===== config.mk =====
export PLATFORM = sky130hd
export DESIGN_NAME = sequence_player_flat
export DESIGN_NICKNAME = d
export VERILOG_FILES = /design/src/rtl/sequence_player_if.sv /design/src/rtl/sequence_player.sv /design/src/flat_wrapper.sv
export SDC_FILE = /design/constraint.sdc
export NUM_CORES = 1
export LEC_CHECK = 0
export BUFFER_PORTS_ARGS = -buffer_cell sky130_fd_sc_hd__buf_4
export CAP_MARGIN = 20
export CELL_PAD_IN_SITES_DETAIL_PLACEMENT = 0
export CELL_PAD_IN_SITES_GLOBAL_PLACEMENT = 1
export CORE_ASPECT_RATIO = 0.5
export CORE_MARGIN = 5
export CORE_UTILIZATION = 41
export DETAILED_ROUTE_END_ITERATION = 10
export PLACE_DENSITY_LB_ADDON = 0.2
export RECOVER_POWER = 100
export SLEW_MARGIN = 20
export SYNTH_ARGS = -nofsm -noshare
export SYNTH_HDL_FRONTEND = slang
export SYNTH_SLANG_ARGS = --single-unit

===== constraint.sdc =====
create_clock -name clk -period 5.2 [get_ports clk]
set_input_delay 0.78 -clock clk [delete_from_list [all_inputs] [get_ports clk]]
set_output_delay 0.78 -clock clk [all_outputs]
set_load 0.005 [all_outputs]

===== src/rtl/sequence_player_if.sv =====
// sequence_player_if: control, sequence and display signals between the
// game FSM / segment storage / flash timer side and the sequence player.
interface sequence_player_if #(
  parameter int MAX_LEN  = 32,
  parameter int COLOUR_W = 3
);
  localparam int IDX_W = $clog2(MAX_LEN);

  logic                               start;
  logic [5:0]                         round_len;
  logic [MAX_LEN-1:0][COLOUR_W-1:0]   segment;
  logic                               pulse;
  logic [3:0]                         led_o;
  logic [IDX_W-1:0]                   index_o;
  logic                               busy;
  logic                               done;

  modport master (
    output start, round_len, segment, pulse,
    input  led_o, index_o, busy, done
  );

  modport slave (
    input  start, round_len, segment, pulse,
    output led_o, index_o, busy, done
  );
endinterface


===== src/rtl/sequence_player.sv =====
// sequence_player: plays the stored colour sequence back one entry per flash
// timer tick. The colour array is snapshotted on start so later writes to the
// segment storage cannot disturb a round in progress.
// Build option: define SEQ_PLAYER_GAP_EN to insert one dark pulse period after
// every colour (repeated colours become distinguishable); otherwise colours are
// shown back to back.
module sequence_player #(
  parameter int MAX_LEN  = 32,
  parameter int COLOUR_W = 3
) (
  input  logic               clk,
  input  logic               reset,
  sequence_player_if.slave   sif
);
  localparam int IDX_W = $clog2(MAX_LEN);
  localparam int LEN_W = 6;

  typedef enum logic [2:0] {
    S_IDLE  = 3'd0,
    S_ALIGN = 3'd1,
    S_ON    = 3'd2,
    S_OFF   = 3'd3,
    S_DONE  = 3'd4
  } state_t;

  state_t                           state_q, state_d;
  logic [IDX_W-1:0]                 index_q, index_d;
  logic [LEN_W-1:0]                 len_q, len_d;
  logic [MAX_LEN-1:0][COLOUR_W-1:0] snap_q, snap_d;
  logic [3:0]                       led_q, led_d;
  logic                             busy_q, busy_d;
  logic                             done_q, done_d;

  logic [LEN_W-1:0]                 len_clamp;
  logic                             last;

  // Colours 0..3 light one LED; anything else is a dark slot.
  function automatic logic [3:0] dec(input logic [COLOUR_W-1:0] c);
    logic [3:0] r;
    case (c)
      COLOUR_W'(0): r = 4'b0001;
      COLOUR_W'(1): r = 4'b0010;
      COLOUR_W'(2): r = 4'b0100;
      COLOUR_W'(3): r = 4'b1000;
      default:      r = 4'b0000;
    endcase
    return r;
  endfunction

  assign len_clamp = (sif.round_len > LEN_W'(MAX_LEN)) ? LEN_W'(MAX_LEN) : sif.round_len;
  assign last      = ((LEN_W'(index_q) + LEN_W'(1)) == len_q);

  // Next-state logic; outputs are derived from the next state so they register
  // in step with the state change.
  always_comb begin
    state_d = state_q;
    index_d = index_q;
    len_d   = len_q;
    snap_d  = snap_q;
    case (state_q)
      S_IDLE: begin
        if (sif.start) begin
          snap_d  = sif.segment;
          len_d   = len_clamp;
          index_d = '0;
          state_d = (len_clamp == '0) ? S_DONE : S_ALIGN;
        end
      end
      S_ALIGN: if (sif.pulse) state_d = S_ON;
`ifdef SEQ_PLAYER_GAP_EN
      S_ON: if (sif.pulse) state_d = S_OFF;
      S_OFF: begin
        if (sif.pulse) begin
          if (last) begin
            state_d = S_DONE;
          end else begin
            index_d = index_q + IDX_W'(1);
            state_d = S_ON;
          end
        end
      end
`else
      S_ON: begin
        if (sif.pulse) begin
          if (last) state_d = S_DONE;
          else      index_d = index_q + IDX_W'(1);
        end
      end
`endif
      S_DONE:  state_d = S_IDLE;
      default: state_d = S_IDLE;
    endcase

    led_d  = (state_d == S_ON) ? dec(snap_d[index_d]) : 4'b0000;
    busy_d = (state_d == S_ALIGN) || (state_d == S_ON) || (state_d == S_OFF);
    done_d = (state_d == S_DONE);
  end

  // State and registered outputs; reset aborts playback without a done strobe.
  always_ff @(posedge clk or posedge reset) begin
    if (reset) begin
      state_q <= S_IDLE;
      index_q <= '0;
      len_q   <= '0;
      snap_q  <= '0;
      led_q   <= '0;
      busy_q  <= 1'b0;
      done_q  <= 1'b0;
    end else begin
      state_q <= state_d;
      index_q <= index_d;
      len_q   <= len_d;
      snap_q  <= snap_d;
      led_q   <= led_d;
      busy_q  <= busy_d;
      done_q  <= done_d;
    end
  end

  assign sif.led_o   = led_q;
  assign sif.index_o = index_q;
  assign sif.busy    = busy_q;
  assign sif.done    = done_q;
endmodule


===== src/flat_wrapper.sv =====
// flat-port wrapper written by rule: the top's interface ports become plain ports
module sequence_player_flat 
#(
  parameter int MAX_LEN  = 32,
  parameter int COLOUR_W = 3
)
  (clk, reset, sif_start, sif_round_len, sif_segment, sif_pulse, sif_led_o, sif_index_o, sif_busy, sif_done);
  sequence_player_if #(.MAX_LEN(MAX_LEN), .COLOUR_W(COLOUR_W)) sif_i ();
  input  logic clk;
  input  logic reset;
  input wire logic [$bits(sif_i.start)-1:0] sif_start;
  input wire logic [$bits(sif_i.round_len)-1:0] sif_round_len;
  input wire logic [$bits(sif_i.segment)-1:0] sif_segment;
  input wire logic [$bits(sif_i.pulse)-1:0] sif_pulse;
  output wire logic [$bits(sif_i.led_o)-1:0] sif_led_o;
  output wire logic [$bits(sif_i.index_o)-1:0] sif_index_o;
  output wire logic [$bits(sif_i.busy)-1:0] sif_busy;
  output wire logic [$bits(sif_i.done)-1:0] sif_done;
  assign sif_i.start = sif_start;
  assign sif_i.round_len = sif_round_len;
  assign sif_i.segment = sif_segment;
  assign sif_i.pulse = sif_pulse;
  assign sif_led_o = sif_i.led_o;
  assign sif_index_o = sif_i.index_o;
  assign sif_busy = sif_i.busy;
  assign sif_done = sif_i.done;
  sequence_player #(.MAX_LEN(MAX_LEN), .COLOUR_W(COLOUR_W)) u_core (.clk(clk), .reset(reset), .sif(sif_i));
endmodule

Word level (Yosys, flattened, before mapping)
Index checks and enable logic that the tools add are counted.
- register bits after elaboration: 116
- input bits: 106
- output and inout bits: 11
- logic and storage cells: 75
- add/sub/neg operators: 2
- eq/ne operators: 10
- magnitude comparators: 2
- reduce and logical (&&, ||, !) cells: 6
- muxes and demuxes: 17
- operators by type and width (kind ; number):
    96-bit two-way mux ; 2
    3-bit two-way mux ; 6
    4-bit one-hot mux with 4 select lines ; 1
    3-bit binary-select mux with 5-bit select ; 1
    3-bit by 2-bit equality test with 1-bit output (second input constant) ; 5
    5-bit two-way mux ; 3
    5-bit one-hot mux with 2 select lines ; 1
    3-bit by 1-bit equality test with 1-bit output (second input constant) ; 3
    3-bit one-hot mux with 3 select lines ; 1
    5-bit by 1-bit adder with 6-bit output (second input constant) ; 1
    6-bit equality test ; 1
    6-bit greater-than comparator (second input constant) ; 1
    3-bit logical NOT ; 2
    6-bit logical NOT ; 1
    5-bit by 6-bit less-than comparator with 1-bit output (second input constant) ; 1
    6-bit two-way mux ; 1
    5-bit by 1-bit adder with 5-bit output (second input constant) ; 1
    4-bit two-way mux ; 1
    3-bit equality test (second input constant) ; 1
    1-bit logical OR ; 2
    2-bit AND reduction ; 1

Logic depth before layout (Yosys ltp)
- depth in word-level cells: 10
- mapped depth: 16
- gate-level depth less buffers: 12

Least setup slack after synthesis
OpenSTA, ideal clock, no wires.
- path type: register to register
- from: register u_core.index_q[1], in the netlist u_core.sif.index_o[1]
- to: register u_core.led_q[0], in the netlist u_core.sif.led_o[0]
- setup slack: 1.815 ns
- period minus slack after synthesis: 3.385 ns
- stages on the path, launching flop included: 15
- setup time: 0.101 ns
- data arrival time: 3.284 ns
- data required time: 5.099 ns
- buffers on the path: 2
- path through: dfrtp_1 > ha_1 > buf_2 > nor3b_1 > o21a_1 > o211a_1 > buf_6 > a311oi_2 > nor2_4 > inv_4 > mux4_2 > mux2_2 > a32oi_1 > o211ai_1 > nor4_1
- word-level cells in the longest chain between the ends: 10
- elaborated cells between the ends (all ways): 19
- classes of those cells: add/sub: 2; eq/ne: 5; mux: 11; reduce/logical: 1
- ends and longest elaborated chain (item ; line ; text):
    start, declared ; sequence_player.sv:27 ; logic [IDX_W-1:0] index_q, index_d;
    start signal, assigned ; sequence_player.sv:111 ; index_q <= index_d;
    5-bit by 1-bit adder with 6-bit output ; sequence_player.sv:51 ; assign last = ((LEN_W'(index_q) + LEN_W'(1)) == len_q);
    6-bit equality test ; sequence_player.sv:51 ;
    5-bit two-way mux ; sequence_player.sv:85 ; if (last) state_d = S_DONE;
    5-bit two-way mux ; sequence_player.sv:84 ; if (sif.pulse) begin
    5-bit one-hot mux with 2 select lines ; sequence_player.sv:60 ; case (state_q)
    3-bit binary-select mux with 5-bit select ; sequence_player.sv:94 ; led_d = (state_d == S_ON) ? dec(snap_d[index_d]) : 4'b0000;
    3-bit two-way mux (implied by the code) ; sequence_player.sv:94 ;
    3-bit by 2-bit equality test with 1-bit output, or another cell as far along ; sequence_player.sv:40 ; case (c)
    4-bit one-hot mux with 4 select lines ; sequence_player.sv:40 ;
    4-bit two-way mux (*) ; sequence_player.sv:94 ;
    via u_core.led_d[0] ; sequence_player.sv:30 ; logic [3:0] led_q, led_d;
    end signal, assigned ; sequence_player.sv:114 ; led_q <= led_d;
    end, declared ; sequence_player.sv:30 ;
The timed path passes the listed nets; every way through them passes the cells marked *. The select of a mux whose other input is x is not followed.
A chain may end at the register's enable or synchronous reset.

Worst setup path after layout
- from: register u_core.index_q[0], in the netlist u_core.sif.index_o[0]
- to: register u_core.led_q[0], in the netlist u_core.sif.led_o[0]
Same word-level chain as after synthesis.

==> flow_summary_export.csv <==
group,metric,value,unit
run_status,status,"finished with violations",
run_status,violations,"max-capacitance violations, max-slew violations",
logic_synthesis,synth.largest_area_cell,"dfrtp_1",
sta,tightest_slew,3.183,ns
critical_path,cp_slowest_stage_delay,0.73,ns
clocking,cts_hold_buf,0,
logic_synthesis,synth-edff-count,0,
grt,grt_pass1_wl,25500,um
logic_synthesis,synth.distinct_cells,67,
layout,antenna_cells,0,
critical_path,crit_slowest_cell,"o31ai_2",
logic_synthesis,synth-simple-area-share,0.2754,
critical_path,crit_buf_inv,1,
logic_synthesis,ys.flop_type,"dfrtp_1",
drt,detail_route.drc_violations,0,
sta,clock_skew,0.007007,ns
grt,grt_overflow,0,
clocking,cts-buffers-inserted,17,
die,die_h,94.31,um
logic_synthesis,syn_nets,775,
grt,grt_max_degree,105,
logic_synthesis,yosys.area_share.xor_xnor,0.01181,
logic_synthesis,synth.cell_area,5828,um2
place,hpwlAfterDp,11190,um
die,start_util,0.4242,
sta,slew_violations,73,
critical_path,crit_fanout,32,
logic_synthesis,async_flop_share,1.000,
min_path,holdCritPathClass,"reg -> reg",
die,num_rows,30,
grt,antenna_found_initial,0,
layout,layout-drive-gt1-share,0.2228,
clocking,cts_resized,0,
clocking,clkSlewWorstSetupHoldPaths,0.05,ns
critical_path,critical_path_class,"reg -> reg",
drt,ant_nets,0,
grt,grt_pass1_vias,4921,
critical_path,end_kind,"flop",
grt,gr-usage-all-layers,0.1951,
power_and_ir_drop,p_per_area,598.4,nW/um2
logic_synthesis,synth-adder-area-share,0.002147,
clocking,cts_buffer_depth,2,
logic_synthesis,synth_mux_area_frac,0.08051,
run,maxCapViolCount,1,
drt,drt-total-wl,15460,um
clocking,clockRootBuffer,"clkbuf_16",
min_path,hold_start,"u_core.snap_q[31]",
clocking,ctsHtreeMaxLevel,4,
clocking,post-cts-setup-buffers,0,
drt,vias,4925,
critical_path,cpLargestDelayFamily,"compound AO/OA/AOI/OAI gates",
place,gp_congestion,0.8692,
sta,fmax,211.7,MHz
logic_synthesis,yosys-top-cells-count,"315 x nand2_1, 116 x dfrtp_1, 24 x mux2i_1, 22 x clkbuf_1, 19 x a21oi_1",
die,core-area,13740,um2
clocking,clock_latency,0.41,ns
layout,final_util,0.5374,
drt,via_per_inst,5.062,
clocking,cts_tree,"yes",
drt,wl_per_cell,15.89,um
critical_path,startpoint,"u_core.sif.index_o[0]",
layout,fin_cells,973,
place,dpl_cell_area,6780,um2
logic_synthesis,synth_top_family_by_area,"simple AND/OR/NAND/NOR gates",
logic_synthesis,yosysMostFrequentCell,"nand2_1",
logic_synthesis,syn_avg_cell_area,8.725,um2
die,die-area,16840,um2
layout,area_delta_synth_final,26.69,%
logic_synthesis,yosys_warnings,0,
sta,finalSetupViolations,0,
sta,slew_headroom,-1.134,
logic_synthesis,ys_seq_area_frac,0.4981,
sta,finalCriticalPeriod,4.724,ns
power_and_ir_drop,vdd_ir_drop_max,0.0002703,V
drt,drtIter0Drc,354,
logic_synthesis,ys_top_cells_by_area,"dfrtp_1 50%, nand2_1 20%, mux2i_1 4.1%, mux4_2 2.3%, a21oi_1 1.6%",
logic_synthesis,synth_top_area_share,0.4981,
power_and_ir_drop,leakagePower,3.707,nW
critical_path,r2r-start,"u_core.sif.index_o[0]",
layout,final_area,7383,um2
sta,timing.setup.tns,0,ns
sta,hold_viol_final,0,
sta,fin_crit_sh,0.9085,
critical_path,critPathRequiredTime,5.51,ns
logic_synthesis,synth_compound_area_frac,0.08931,
sta,rsz0062_at_grt,"false",
drt,firstDrtPassIters,5,
critical_path,path_cells,"ha_1, nand4b_1, a211oi_2, nand2_1, o31ai_2, nor2_4, inv_4, mux4_2, mux2_2, a32oi_1, o211ai_1, nor4_1",
critical_path,start_kind,"flop",
die,die_w,178.6,um
clocking,clock_sinks,116,
place,dp_cells,941,
die,io_pins,117,
logic_synthesis,synth_cells,668,
critical_path,cp.arrival,5.03,ns
layout,fin_nets,875,
logic_synthesis,synth.ff_latch_count,116,
place,port_buffers,116,
==> state kept, by name (all words and copies together), names as in the netlist <==
register	cells
u_core.sif.busy	1
u_core.sif.led_o	4
u_core.sif.done	1
u_core.sif.index_o	5
u_core.len_q	6
u_core.state_q	3
u_core.snap_q	96
==> tightest hold or removal path: cells and delay by family, from the launching register on <==
kind / cells / cell delay (ns)
simple gates: 2 / 0.11
flops: 1 / 0.32
==> cell usage in the layout, fill, tap and decap left out, drive strengths merged, types with 3 or more instances in the layout <==
cell type	Yosys	routed
xor2	4	4
mux4	7	7
o22ai	3	3
mux2	6	6
clkinvlp	0	4
o211a	3	3
nor2	17	17
nand3b	5	5
buf	18	108
xnor2	3	3
or2	3	3
bufinv	0	4
o21ai	9	9
o311ai	3	3
mux2i	24	24
nand3	8	8
nand2	315	315
and3	4	4
o31ai	3	3
nor4	3	3
dfrtp	116	116
inv	8	8
o211ai	5	5
a211oi	5	5
or3	12	12
nand2b	3	3
clkinv	0	4
clkbuf	22	33
a21oi	19	19
nor3	12	12
==> per-layer routing <==
| layer | part of all wire | wire (um) | up-vias | GRT usage |
|---|---|---|---|---|
| met3 | 0.072 | 1119 | 8 | 0.07117 |
| met5 | 0 | 0 | - | 0 |
| met2 | 0.42 | 6454 | 130 | 0.2690 |
| met1 | 0.50 | 7768 | 2359 | 0.2890 |
| met4 | 0.0075 | 116 | 0 | 0.04914 |
| li1 | - | - | 2428 | - |
==> path summary, 6_finish.rpt <==
path	to	slack (ns)	depth (start not counted)
worst max-delay path	u_core.sif.led_o[0]	0.48	12
worst min-delay path	u_core.snap_q[31]	0.46	2
worst max register to register	u_core.sif.led_o[0]	0.48	12
worst min register to register	u_core.snap_q[31]	0.46	2
max in group asynchronous	u_core.snap_q[91]	1.79	3
min in group asynchronous	u_core.snap_q[67]	1.28	2
==> layout make-up <==
cell class | count | area (um2)
clock buffers | 20 | 446.7
clock inverters | 12 | 178.9
fillers | 1345 | 6355
inverters | 8 | 33.78
multi-input cells | 504 | 2694
flip-flops and latches | 116 | 2903
well taps | 192 | 240.2
repair buffers | 121 | 887.1
==> cells by family after synthesis <==
group / count (synthesis)
xor gates and xnor gates: 7
adders and majority gates: 1
buffers and inverters: 48
and+or+nand+nor: 389
AOI/OAI and AO/OA: 70
DFF: 116
muxes: 37
==> power by group <==
group	internal [W]	switching, W
Sequential	0.00131	0.000153
Combinational	0.000652	0.00107
Clock	0.000815	0.000423
==> metrics by stage <==
step	hold slack (ns)	setup slack, ns	power [W]
final	0.4645	0.4756	0.004418
after global routing	0.4862	0.1685	0.004749
after CTS	0.4692	0.4652	0.004470
after detailed placement	0.4559	0.5205	0.003207
after global placement	0.4489	0.7271	0.003166
after floorplan	0.4333	1.348	0.002761
Power figures use the tool's default switching activity.
